**src/rtl/inv_cipher_round_ctrl.sv**
```systemverilog
// Round sequencer for the AES-128 inverse cipher: steps ARK/ISR/ISB/IMC stage units in InvCipher order.
// Optional WAIT-state watchdog enabled by defining INV_CTRL_WDOG_EN.
module inv_cipher_round_ctrl #(
   parameter int NR      = 10,
   parameter int TIMEOUT = 255
) (
   input  logic       clk,
   input  logic       rst,
   input  logic       start,
   input  logic       abort,
   input  logic       ark_done,
   input  logic       isr_done,
   input  logic       isb_done,
   input  logic       imc_done,
   output logic       en_ark,
   output logic       en_isr,
   output logic       en_isb,
   output logic       en_imc,
   output logic [1:0] op_sel,
   output logic       state_we,
   output logic [3:0] round_idx,
   output logic       busy,
   output logic       done,
   output logic       err
);

   typedef enum logic [2:0] {
      S_IDLE,
      S_ISSUE,
      S_WAIT,
      S_GAP,
      S_FINISH
   } state_t;

   localparam logic [1:0] OP_ARK = 2'd0;
   localparam logic [1:0] OP_ISR = 2'd1;
   localparam logic [1:0] OP_ISB = 2'd2;
   localparam logic [1:0] OP_IMC = 2'd3;
   localparam logic [3:0] NR_IDX = 4'(NR);

   state_t     state_reg, state_next;
   logic [1:0] op_reg, op_next;
   logic [3:0] round_reg, round_next;
   logic [3:0] done_q_reg;
   logic [3:0] done_vec;
   logic [3:0] en_vec;
   logic       stage_active;
   logic       done_edge;

   assign done_vec     = {imc_done, isb_done, isr_done, ark_done};
   assign stage_active = (state_reg == S_ISSUE) || (state_reg == S_WAIT);
   // Only a fresh rising edge of the selected stage's done completes the op.
   assign done_edge    = done_vec[op_reg] & ~done_q_reg[op_reg];

   genvar gi;
   generate
      for (gi = 0; gi < 4; gi++) begin : g_en
         assign en_vec[gi] = stage_active && (op_reg == 2'(gi));
      end
   endgenerate

   assign en_ark    = en_vec[0];
   assign en_isr    = en_vec[1];
   assign en_isb    = en_vec[2];
   assign en_imc    = en_vec[3];
   assign busy      = stage_active || (state_reg == S_GAP);
   assign op_sel    = busy ? op_reg : OP_ARK;
   assign state_we  = (state_reg == S_GAP);
   assign done      = (state_reg == S_FINISH);
   assign round_idx = round_reg;

`ifdef INV_CTRL_WDOG_EN
   logic [7:0] wdog_reg, wdog_next;
   logic       err_reg, err_next;
   assign err = err_reg;
`else
   assign err = 1'b0;
`endif

   always_comb begin
      state_next = state_reg;
      op_next    = op_reg;
      round_next = round_reg;
`ifdef INV_CTRL_WDOG_EN
      wdog_next  = wdog_reg;
      err_next   = err_reg;
`endif
      case (state_reg)
         S_IDLE: begin
            if (start && !abort) begin
               state_next = S_ISSUE;
               op_next    = OP_ARK;
               round_next = NR_IDX;
`ifdef INV_CTRL_WDOG_EN
               err_next   = 1'b0;
`endif
            end
         end
         S_ISSUE: begin
            state_next = S_WAIT;
`ifdef INV_CTRL_WDOG_EN
            wdog_next  = 8'd0;
`endif
         end
         S_WAIT: begin
            if (done_edge) begin
               state_next = S_GAP;
`ifdef INV_CTRL_WDOG_EN
            end else if (wdog_reg == 8'(TIMEOUT - 1)) begin
               state_next = S_IDLE;
               err_next   = 1'b1;
            end else begin
               wdog_next  = wdog_reg + 8'd1;
`endif
            end
         end
         S_GAP: begin
            state_next = S_ISSUE;
            case (op_reg)
               OP_ARK: begin
                  if (round_reg == NR_IDX) begin
                     op_next    = OP_ISR;
                     round_next = NR_IDX - 4'd1;
                  end else if (round_reg != 4'd0) begin
                     op_next = OP_IMC;
                  end else begin
                     state_next = S_FINISH;
                  end
               end
               OP_ISR: op_next = OP_ISB;
               OP_ISB: op_next = OP_ARK;
               default: begin
                  op_next    = OP_ISR;
                  round_next = round_reg - 4'd1;
               end
            endcase
         end
         default: state_next = S_IDLE;
      endcase

      // Abort leaves round_idx and err exactly as they were.
      if (abort && (state_reg != S_IDLE)) begin
         state_next = S_IDLE;
         op_next    = op_reg;
         round_next = round_reg;
`ifdef INV_CTRL_WDOG_EN
         err_next   = err_reg;
`endif
      end
   end

   always_ff @(posedge clk) begin
      if (!rst) begin
         state_reg  <= S_IDLE;
         op_reg     <= OP_ARK;
         round_reg  <= 4'd0;
         done_q_reg <= 4'd0;
`ifdef INV_CTRL_WDOG_EN
         wdog_reg   <= 8'd0;
         err_reg    <= 1'b0;
`endif
      end else begin
         state_reg  <= state_next;
         op_reg     <= op_next;
         round_reg  <= round_next;
         done_q_reg <= done_vec;
`ifdef INV_CTRL_WDOG_EN
         wdog_reg   <= wdog_next;
         err_reg    <= err_next;
`endif
      end
   end

endmodule

```
**config.mk**
```make
export PLATFORM = sky130hd
export DESIGN_NAME = inv_cipher_round_ctrl
export DESIGN_NICKNAME = d
export VERILOG_FILES = /design/src/rtl/inv_cipher_round_ctrl.sv
export SDC_FILE = /design/constraint.sdc
export NUM_CORES = 1
export LEC_CHECK = 0
export BUFFER_PORTS_ARGS = -buffer_cell sky130_fd_sc_hd__buf_2
export CAP_MARGIN = 20
export CORE_UTILIZATION = 54
export CTS_CLUSTER_SIZE = 16
export DETAILED_ROUTE_END_ITERATION = 10
export PLACE_DENSITY = 0.85
export SYNTH_ARGS = -nofsm -noshare
export SYNTH_HDL_FRONTEND = slang
export SYNTH_SLANG_ARGS = --single-unit
```
**constraint.sdc**
```tcl
create_clock -name clk -period 3.45 [get_ports clk]
set_clock_uncertainty 0.1 [all_clocks]
set_input_delay 0.69 -clock clk [delete_from_list [all_inputs] [get_ports clk]]
set_output_delay 0.69 -clock clk [all_outputs]
set_load 0.005 [all_outputs]
```
### Yosys cells after proc, flatten, opt, wreduce, memory -nomap -nowiden

Index checks and enable logic that the tools add are counted.

| cells by class | value |
|---|---|
| div/mod/pow operators | 0 |
| shifts and indexed selects | 0 |
| equal/unequal tests | 13 |
| $mul | 0 |
| order comparisons | 1 |
| muxes and demuxes | 20 |
| $add $sub $neg | 1 |
| bitwise logic cells | 4 |
| reduce and logical (&&, ||, !) cells | 19 |

Operators with widths:

| operator | number |
|---|---|
| 4-bit one-hot mux with 2 select lines | 2 |
| 3-bit two-way mux | 5 |
| 3-bit one-hot mux with 4 select lines | 1 |
| 2-bit two-way mux | 4 |
| 4-bit two-way mux | 2 |
| 3-bit by 2-bit equality test with 1-bit output, second input constant | 2 |
| 1-bit logical AND | 6 |
| 2-bit inequality test, second input constant | 3 |
| 2-bit one-hot mux with 3 select lines | 1 |
| 5-bit AND reduction | 1 |
| 1-bit binary-select mux with 2-bit select | 2 |
| 2-bit equality test, second input constant | 2 |
| 4-bit equality test, second input constant | 1 |
| 4-bit by 2-bit inequality test with 1-bit output, second input constant | 1 |
| 2-bit one-hot mux with 2 select lines | 1 |
| 4-bit AND reduction | 1 |
| 4-bit nonzero test | 1 |
| 2-bit OR reduction | 2 |
| 4-bit by 1-bit subtractor with 4-bit output, second input constant | 1 |
| 3-bit by 1-bit equality test with 1-bit output, second input constant | 1 |
| 3-bit equality test, second input constant | 1 |
| 3-bit logical NOT | 1 |
| 2-bit by 3-bit less-than comparator with 1-bit output, second input constant | 1 |
| 3-bit by 2-bit inequality test with 1-bit output, second input constant | 1 |
| 10 further kinds | 14 |

| storage, ports and cells | value |
|---|---|
| memories | 0 |
| input bits | 8 |
| word-level logic and storage cells | 62 |
| bits in registers | 13 |
| bits in read-only memories | 0 |
| output and inout port bits | 14 |
| bits in writable memories | 0 |
| latch bits | 0 |

### Depth between registers and ports, before layout

Gate-level depths: netlist (run 1).

| depth | value |
|---|---|
| depth after elaboration | 6 |
| gate-level depth with buffers | 7 |
| mapped depth without buffers | 6 |

### Worst setup path before layout (run 1)

Ideal clock, no wire load.

| timing | value |
|---|---|
| path type | input -> register |
| start | input start |
| end | register round_reg[1], in the netlist round_idx[1] |
| setup time | 0.116 ns |
| path slack | 1.253 ns |
| stages | 4 |
| arrival time | 1.981 ns |
| path through | or3b_1 -> a211o_1 -> or4_1 -> o211a_1 |

| on the way | value |
|---|---|
| word-level cells in the longest chain between the ends | 3 |

Ends and longest elaborated chain:

| what | line | source |
|---|---|---|
| from (decl) | 9 | `input logic start,` |
| 1-bit logical AND | 90 | `if (start && !abort) begin` |
| 2-bit inequality test (no line) | - |  |
| 5-bit AND reduction (no line) | - |  |
| to (signal assigned) | 165 | `round_reg <= round_next;` |
| to (decl) | 43 | `logic [3:0] round_reg, round_next;` |

Every way passes these cells.
A chain may end at the register's enable or synchronous reset.

### Worst setup path in the final report (run 1)

| timing | value |
|---|---|
| start | register op_reg[0] |
| end | output en_ark |

| on the way | value |
|---|---|
| word-level cells in the longest chain between the ends | 2 |

Ends and longest elaborated chain:

| what | line | source |
|---|---|---|
| from (decl) | 42 | `logic [1:0] op_reg, op_next;` |
| from (signal assigned) | 164 | `op_reg <= op_next;` |
| 2-bit logical NOT | 58 | `assign en_vec[gi] = stage_active && (op_reg == 2'(gi));` |
| 1-bit logical AND | 58 |  |
| to (decl) | 15 | `output logic en_ark,` |

Every way passes these cells.

==> results of run 1 <==
-- metal layers --
layer,share of wire (%),track usage (%),up-vias
met4,2.0,12.5,0
met3,4.5,3.33,4
met2,46,39.7,21
met5,0,0,-
met1,47,26.8,340
li1,-,-,376
-- synthesized netlist by cell type, types with 2 or more instances --
library cell  count
dfxtp_1          13
nor2_1           11
and2_1            8
inv_1             8
ha_1              6
nand2_1           5
nor3_1            5
o211ai_1          4
buf_4             3
a211oi_1          2
a21boi_0          2
a21oi_1           2
buf_6             2
nand2b_1          2
nand3b_1          2
or4_1             2
-- final timing paths --
check                                     to  depth (start not counted)         start
worst min-delay path            round_idx[0]                          2  round_idx[0]
worst max register to register  round_idx[2]                          6     op_reg[0]
worst max-delay path                  en_ark                          4     op_reg[0]
worst min register to register  round_idx[0]                          2  round_idx[0]
-- critical path, stage by stage (launching register included) --
cell	delay [ps]
dfxtp_1	480
inv_1	160
ha_1	330
and2_1	170
buf_2	120
-- stage by stage --
stage | utilization [%] | hold slack (ps) | power [uW] | cell area, um^2 | worst slack, ps
2_1_floorplan | - | 376 | 194 | 805 | 1250
3_3_place_gp | 65.1 | 377 | 206 | 878 | 1120
3_5_place_dp | 65.1 | 399 | 208 | 878 | 1100
4_1_cts | 67.1 | 421 | 306 | 906 | 1110
5_1_grt | 67.1 | 433 | 318 | 906 | 991
6_report | 67.1 | 413 | 305 | 906 | 1110
-- layout by cell type (no fill, tap or decap), drive strengths merged --
cell and n:
nand4bb 1, o21a 1, clkbuf 3, inv 8, o32ai 1, ha 6, buf 20, a2111oi 1
nor4 1, o41ai 1, xnor2 1, o31ai 1, a21o 1, or3b 1, mux2i 1, conb 1
a311oi 1, nand2 5, o211a 1, o21ai 1, nand3b 2, nor2 11, o221ai 1, a31oi 1
a21boi 2, nor3 5, a211oi 2, dfxtp 13, and2 8, clkinv 1, a21oi 2, or4 2
nand2b 2, a211o 1, o211ai 4
-- layout make-up --
cell class | count | area (um^2) | share of cell area, %
clock buffers | 3 | 22.5 | 2.49
clock inverters | 1 | 5.00 | 0.552
inverters | 8 | 30.0 | 3.31
multi-input cells | 69 | 469 | 51.8
flip-flops and latches | 13 | 260 | 28.7
well taps | 15 | 18.8 | 2.07
repair buffers | 20 | 100 | 11.0
-- power groups by stage --
| stage | combinational (uW) | sequential (uW) | clock (uW) |
|---|---|---|---|
| after floorplan | 30.4 | 164 | 0 |
| after global placement | 40.2 | 166 | 0 |
| after detailed placement | 42.0 | 166 | 0 |
| after CTS | 42.3 | 162 | 101 |
| after global routing | 47.8 | 163 | 106 |
| final | 41.9 | 163 | 100 |
-- kinds of logic after synthesis --
kind of cell	count (synthesis)	synth area share, %
other cells	1	0.466
fa+ha+maj	6	9.33
compound gates	22	20.8
buf+inv	13	9.33
flops	13	32.3
simple gates	38	25.3
mux	1	1.24
xor+xnor	1	1.09
==> metrics.cfg, run 1 <==
[status]
status=complete, no violations

[sta]
finalSetupViolations=0
timing.fmax_mhz=427
rsz0062_at_grt=false
fin_crit_ps=2340
period_share_pct=67.9
report.final.slew_viol_count=0
tns_ps=0
finalHoldViolCount=0

[floorplan]
die_w_um=40.6
fp.dieH_um=40.6
ios=22
core_area_um2=1350
fp-row-count=13
design.die.area_um2=1650
start_util_pct=59.6

[worst_setup_path]
required_ps=2660
path_class=reg2out
setup.worst_path.end_class=output pin
ff2ff_setup_slack_ps=1250
arrival_ps=1550
crit_path_start_kind=register
worstPathMaxFanout=9

[finish]
drive_above_1_share_pct=21.9
fill_cells=123
final_nets=129
area.growth.synth_to_final_pct=12.6
finalNonFillerCells=129
antenna_cells=0

[synth]
synth_cell_types=34
synth.avg_cell_area_um2=8.47
synthesis.nets=109
synth_area_leaders=dfxtp_1 (32%), ha_1 (9.3%), and2_1 (6.2%), nor2_1 (5.1%), inv_1 (3.7%)
synth_edf_count=0
synth.top_cell.area_share_pct=32.3
ys_dominant_reg_cell=dfxtp_1
ys_ff_latch=13
yosys_warnings=0
postSynth.asyncResetShare_pct=0
synth_top_area_cell=dfxtp_1
netlist_instances=95
yosysSeqAreaShare_pct=32.3
synth_area_um2=805

[pwr]
power_leakage_uw=0.000407
p_clk_share_pct=32.9
ir_worst_vdd_mv=0.176
switching_share_pct=28.0
intPower_uw=219
pwr-share-seq_pct=53.4
switching_power_uw=85.4
power_density_nw_per_um2=336
power_frac_comb_pct=13.8

[global_route]
grt_max_degree=12
grt_pass1_vias=594
overflow=0
antenna_found_initial=0
track_usage_pct=23.0
grt_pass1_wl_um=2500

[clock_tree]
clkTransAtPathRegs_ps=90
cts_root_buf=clkbuf_4
cts.path.max_buffers=2
cts_num_sinks=13
clk_latency_ps=290
cts_resized=0
post_cts_buffers=0
cts_buffers=3
holdBufCountCts=0
htreeDepth=1
tritoncts=built

[job]
drv_cap=0

[detailed_routing]
via_per_inst=5.74
drc=0
drtIter0Drc=15
num_vias=741
totalWireLength_um=1610
dr.pass1.iters=4
wl_per_cell_um=12.5
detail-route-antenna-nets=0

[placement]
gp_congestion=0.841
dpl.hpwl_um=1200
placedCellCount=125
io_buffers=20

[worst_hold_path]
hold_class=reg2reg

(Power assumes the default switching activity.)
==> run 2: changes to the inputs <==
ABC_AREA = 1   (was not set)
CORE_UTILIZATION = 51   (was 54)
PLACE_DENSITY = 0.8   (was 0.85)
clock period = 2.22 ns   (was 3.45 ns; I/O delays follow)
==> run 2 against run 1 <==
Sequential cell count did not move. Setup slack got worse by 1000 ps. Area after synthesis rose by 12%. Core utilization fell by 0.99 points. Combinational power rose to 5.7 times the previous value. Critical path type unchanged. Largest power group unchanged.
==> metrics.cfg, run 2 <==
[status]
status=complete, no violations

[clock_tree]
holdBufCountCts=0  ; unchanged
clkTransAtPathRegs_ps=80  ; about the same
cts_root_buf=clkbuf_4
htreeDepth=1  ; unchanged
cts_num_sinks=13  ; unchanged
cts.path.max_buffers=2  ; unchanged
cts_buffers=3  ; unchanged
tritoncts=built
clk_latency_ps=290  ; about the same
post_cts_buffers=0  ; unchanged

[global_route]
antenna_found_initial=0  ; unchanged
track_usage_pct=21.8  ; -1.2 points
grt_pass1_vias=763  ; +28%
overflow=0  ; unchanged
grt_pass1_wl_um=3040  ; +21%
grt_max_degree=10  ; -2

[worst_hold_path]
hold_class=in2reg
whs_path_depth=3  ; +1
min-delay-start=isb_done
holdPathEnd=done_q_reg[2]

[sta]
setup_slack_ps=91.3  ; -1020 ps
timing.fmax_mhz=470
fin_crit_ps=2130
fin_hold_ws_ps=253  ; -160 ps
tns_ps=0  ; unchanged
period_share_pct=95.9
rsz0062_at_grt=false
finalHoldViolCount=0  ; unchanged
finalSetupViolations=0  ; unchanged
report.final.slew_viol_count=0  ; unchanged

[floorplan]
fp.dieH_um=44.0  ; +8.3%
fp-row-count=14  ; +1
core_area_um2=1580  ; +17%
start_util_pct=57.0  ; -2.6 points
die_w_um=44.0  ; +8.3%
design.die.area_um2=1930  ; +17%
ios=22  ; unchanged

[worst_setup_path]
r2r-end=round_idx[2]
required_ps=1680  ; -980 ps
ff2ff_setup_slack_ps=460  ; -790 ps
path_class=reg2out
arrival_ps=1580  ; +30 ps
r2r_cells=7  ; +1
setup.worst_path.end_class=output pin
reg2reg_from=op_reg[0]
worstPathMaxFanout=9  ; unchanged
crit_path_start_kind=register

[pwr]
power_leakage_uw=0.000531  ; +31%
power_frac_comb_pct=35.8  ; +22 points
ir_worst_vdd_mv=0.447  ; +150%
pwr-share-seq_pct=41.6  ; -12 points
intPower_uw=409  ; +87%
power_density_nw_per_um2=644  ; +91%
switching_power_uw=261  ; +210%
p_clk_share_pct=22.6  ; -10 points
switching_share_pct=39.0  ; +11 points

[synth]
synth_edf_count=0  ; unchanged
ys_dominant_reg_cell=dfxtp_1
synthesis.nets=143  ; +31%
postSynth.asyncResetShare_pct=0  ; unchanged
synth.avg_cell_area_um2=6.96  ; -18%
post-synth-top-count-cell=nand2_1
yosysSeqAreaShare_pct=29.0  ; -3.4 points
synth_top_area_cell=dfxtp_1
synth_cell_types=26  ; -24%
netlist_instances=129  ; +36%
synth_area_um2=898  ; +12%
synth_area_leaders=dfxtp_1 (29%), nand2_1 (9.6%), inv_1 (8.8%), ha_1 (8.4%), nor2_1 (7.5%)
yosys_warnings=0  ; unchanged
ys_ff_latch=13  ; unchanged
synth.top_cell.area_share_pct=29.0  ; -3.4 points
synth_common_cells=nand2_1 (23), inv_1 (21), nor2_1 (18)

[placement]
io_buffers=20  ; unchanged
placedCellCount=164  ; +31%
gp_congestion=0.872  ; +3.7%
dpl.hpwl_um=1490  ; +24%
place_ws_ps=400  ; -704 ps

[finish]
final_common_cell=nand2_1
drive_above_1_share_pct=27.0  ; +5.0 points
final_cell_mix=nand2_1 (23), inv_1 (21), buf_2 (20)
antenna_cells=0  ; unchanged
final_nets=167  ; +29%
finalNonFillerCells=168  ; +30%
fill_cells=155  ; +26%
area.growth.synth_to_final_pct=16.0

[detailed_routing]
num_vias=843  ; +14%
drc=0  ; unchanged
wl_per_cell_um=11.3  ; -9.7%
drtIter0Drc=13  ; -2
detail-route-antenna-nets=0  ; unchanged
via_per_inst=5.02  ; -13%
dr.pass1.iters=6  ; +2
totalWireLength_um=1890  ; +18%

[job]
drv_cap=0  ; unchanged

-- run 2: cell types whose count changed after synthesis, sizes merged, moves of 3 or more --
cell,previous run,this run
o21ai,1,4
buf,5,1
and2,8,0
nand3,0,13
a21oi,2,9
nor2,11,22
inv,8,23
o211ai,4,0
nand2,5,28
-- run 2: how the worst max path moves through the flow --
stage,endpoint,from,slack [ps],cells after the start
CTS,en_ark,op_reg[0],70,5
global placement,en_ark,op_reg[0],480,5
global route,en_ark,op_reg[0],20,5
detailed placement,en_ark,op_reg[0],400,5
finish,en_ark,op_reg[0],90,5
floorplan,en_ark,op_reg[0],680,4
-- run 2: logic make-up after synthesis --
group | Yosys count | share of synthesized area, %
AO/OA/AOI/OAI | 14 | 11.3
adder cells (fa/ha/maj) | 6 | 8.36
buffers and inverters | 26 | 11.6
flip-flops | 13 | 29.0
other | 1 | 0.417
AND/OR/NAND/NOR | 69 | 39.4
-- run 2: power groups by stage --
stage | registers [uW] | clock network, uW | logic, uW
finish | 279 | 152 | 240
global placement | 282 | 0 | 230
CTS | 278 | 154 | 239
global route | 283 | 167 | 267
floorplan | 280 | 0 | 179
detailed placement | 283 | 0 | 238
-- run 2: layer usage --
metal  track usage (%)  vias to the layer above  share of wire, %  routed length (um)
met2              36.1                       22                46                 873
met3              6.67                        4               4.4                  84
met5                 0                        -                 0                   0
met4              8.48                        0               1.3                  24
li1                  -                      442                 -                   -
met1              26.5                      375                48                 912
-- run 2: timing repair --
| item | in CTS | in global routing |
|---|---|---|
| endpoints found under the setup margin | 0 | 1 |
| hold endpoints to repair | 0 | 0 |
| gates resized for setup | 0 | 1 |
-- run 2: critical path, stage by stage (launching register included) --
cell        delay, ps
dfxtp_1           440
clkinvlp_4        230
ha_1              290
inv_1             140
nor2_1             70
buf_2             120
-- run 2: area by class of cell --
class,instances,area [um^2],share of cell area (%)
clock inverters,1,5.00,0.480
well taps,16,20.0,1.92
flip-flops and latches,13,260,25.0
clock buffers,3,22.5,2.16
inverters,25,100,9.60
multi-input cells,90,534,51.3
repair buffers,20,100,9.60
-- run 2: per-stage QoR --
step	total power (uW)	area, um^2	util (%)
2_1_floorplan	458	898	-
3_3_place_gp	512	1010	64.1
3_5_place_dp	521	1010	64.1
4_1_cts	672	1040	65.9
5_1_grt	717	1040	66.1
6_report	671	1040	66.1
==> run 3: changes to the inputs <==
ABC_AREA = not set   (was 1)
CORE_UTILIZATION = 50   (was 51)
==> run 3 against run 2 <==
Core utilization shrank 3.5 points. Hold slack gained 24 ps. Clock power shrank 4%. Final cell count shrank 20%. Non-clock buffer count grew 5. Total power shrank 31%. Fmax grew 5.0%. Register-to-register slack lost 270 ps. Sequential share of layout area grew 2.6 points. Combinational power shrank 71%. Cell area shrank 9.5%.
==> metrics.cfg, run 3 (synthesis gave the netlist of run 1 again) <==
[clock_tree]
clkTransAtPathRegs_ps=80  ; about the same
cts_num_sinks=13  ; unchanged
tritoncts=built
cts_root_buf=clkbuf_4
htreeDepth=1  ; unchanged
cts.path.max_buffers=2  ; unchanged
clk_latency_ps=280  ; about the same
cts_resized=0  ; unchanged
post_cts_buffers=0  ; unchanged
cts_buffers=3  ; unchanged
holdBufCountCts=0  ; unchanged

[sta]
fin_crit_ps=2030  ; -102 ps
report.final.slew_viol_count=0  ; unchanged
finalHoldViolCount=0  ; unchanged
finalSetupViolations=0  ; unchanged
rsz0062_at_grt=false
period_share_pct=91.3  ; -4.6 points
setup_slack_ps=193  ; +102 ps
timing.fmax_mhz=493  ; +5.0%
tns_ps=0  ; unchanged

[worst_setup_path]
path_class=reg2reg
crit_path_start_kind=register
worstPathMaxFanout=7  ; -2
ff2ff_setup_slack_ps=190  ; -270 ps
setup.worst_path.end_class=register
arrival_ps=2120  ; +540 ps
r2r_cells=6  ; -1
required_ps=2310  ; +630 ps

[pwr]
ir_worst_vdd_mv=0.278  ; -38%
power_density_nw_per_um2=494  ; -23%
power_leakage_uw=0.000428  ; -19%

[detailed_routing]
drtIter0Drc=14  ; +1
detail-route-antenna-nets=0  ; unchanged
wl_per_cell_um=11.7  ; +4.1%
dr.pass1.iters=4  ; -2
num_vias=750  ; -11%
drc=0  ; unchanged
via_per_inst=5.56  ; +11%
totalWireLength_um=1580  ; -16%

[global_route]
overflow=0  ; unchanged
grt_max_degree=12  ; +2
grt_pass1_wl_um=2700  ; -11%
track_usage_pct=20.0  ; -1.8 points
antenna_found_initial=0  ; unchanged
grt_pass1_vias=647  ; -15%

[floorplan]
fp.dieH_um=42.1  ; -4.2%
design.die.area_um2=1770  ; -8.3%
die_w_um=42.1  ; -4.2%
fp-row-count=14  ; unchanged
start_util_pct=53.4  ; -3.6 points
core_area_um2=1510  ; -4.4%
ios=22  ; unchanged

[finish]
final_area_um2=943  ; -9.5%
utilization_pct=62.6  ; -3.5 points
area.growth.synth_to_final_pct=17.3
final_nets=134  ; -20%
final_common_cell=buf_2
antenna_cells=0  ; unchanged
fill_cells=142  ; -8.4%
drive_above_1_share_pct=24.4  ; -2.6 points
final_cell_mix=buf_2 (20), dfxtp_1 (13), nor2_1 (11)

[placement]
gp_congestion=0.889  ; +1.9%
io_buffers=20  ; unchanged
dpl.hpwl_um=1220  ; -18%
place_ws_ps=200  ; -200 ps
postPlaceCellArea_um2=917  ; -9.3%

[worst_hold_path]
hold_class=in2reg
whs_path_depth=2  ; -1

[status]
status=complete, no violations

[job]
drv_cap=0  ; unchanged

## run 3: changes by cell type in the layout (fill, tap and decap cells not counted), moves of 5 or more
cell	change
and2_1	+8
buf_4	+5
inv_1	-13
nand2_1	-18
nand3_1	-13
nor2_1	-7
## run 3: where the power goes
group | internal (uW) | leakage [uW] | total [uW] | switching (uW)
Combinational | 33.4 | 0.000306 | 68.6 | 35.2
Clock | 69.8 | 0.0000150 | 146 | 76.7
Sequential | 242 | 0.000106 | 251 | 8.67
## run 3: metrics by stage
stage	hold WS, ps	total power, uW	cells
global route	292	493	135
floorplan	376	302	95
finish	277	466	135
detailed placement	393	325	131
CTS	270	473	135
global placement	379	323	131
## run 3: metal layers
| metal | global-route usage (%) | up-vias | wire (um) | share of wire (%) |
|---|---|---|---|---|
| li1 | - | 384 | - | - |
| met1 | 23.4 | 335 | 719 | 45 |
| met2 | 34.1 | 27 | 751 | 47 |
| met3 | 3.88 | 4 | 85 | 5.4 |
| met4 | 11.3 | 0 | 27 | 1.7 |
| met5 | 0 | - | 0 | 0 |
## run 3: area by class of cell
type                       instances  area [um^2]  area share [%]
multi-input combinational         69          469            49.7
timing repair buffer              25          138            14.6
inverter                           8         30.0            3.18
sequential                        13          260            27.6
tap                               16         20.0            2.12
clock buffer                       4         26.3            2.79
## run 3: worst paths after layout
kind	startpoint	endpoint
setup / recovery	op_reg[1]	round_idx[2]
setup reg to reg	op_reg[1]	round_idx[2]
hold / removal	isr_done	done_q_reg[1]
hold reg to reg	round_idx[0]	round_idx[0]
## run 3: worst max-delay path: stages, from the launching register on
cell      delay (ps)
dfxtp_1          450
inv_1            120
ha_1             320
or4_1            480
nor2_1           170
a21oi_1           90
a211oi_1         220
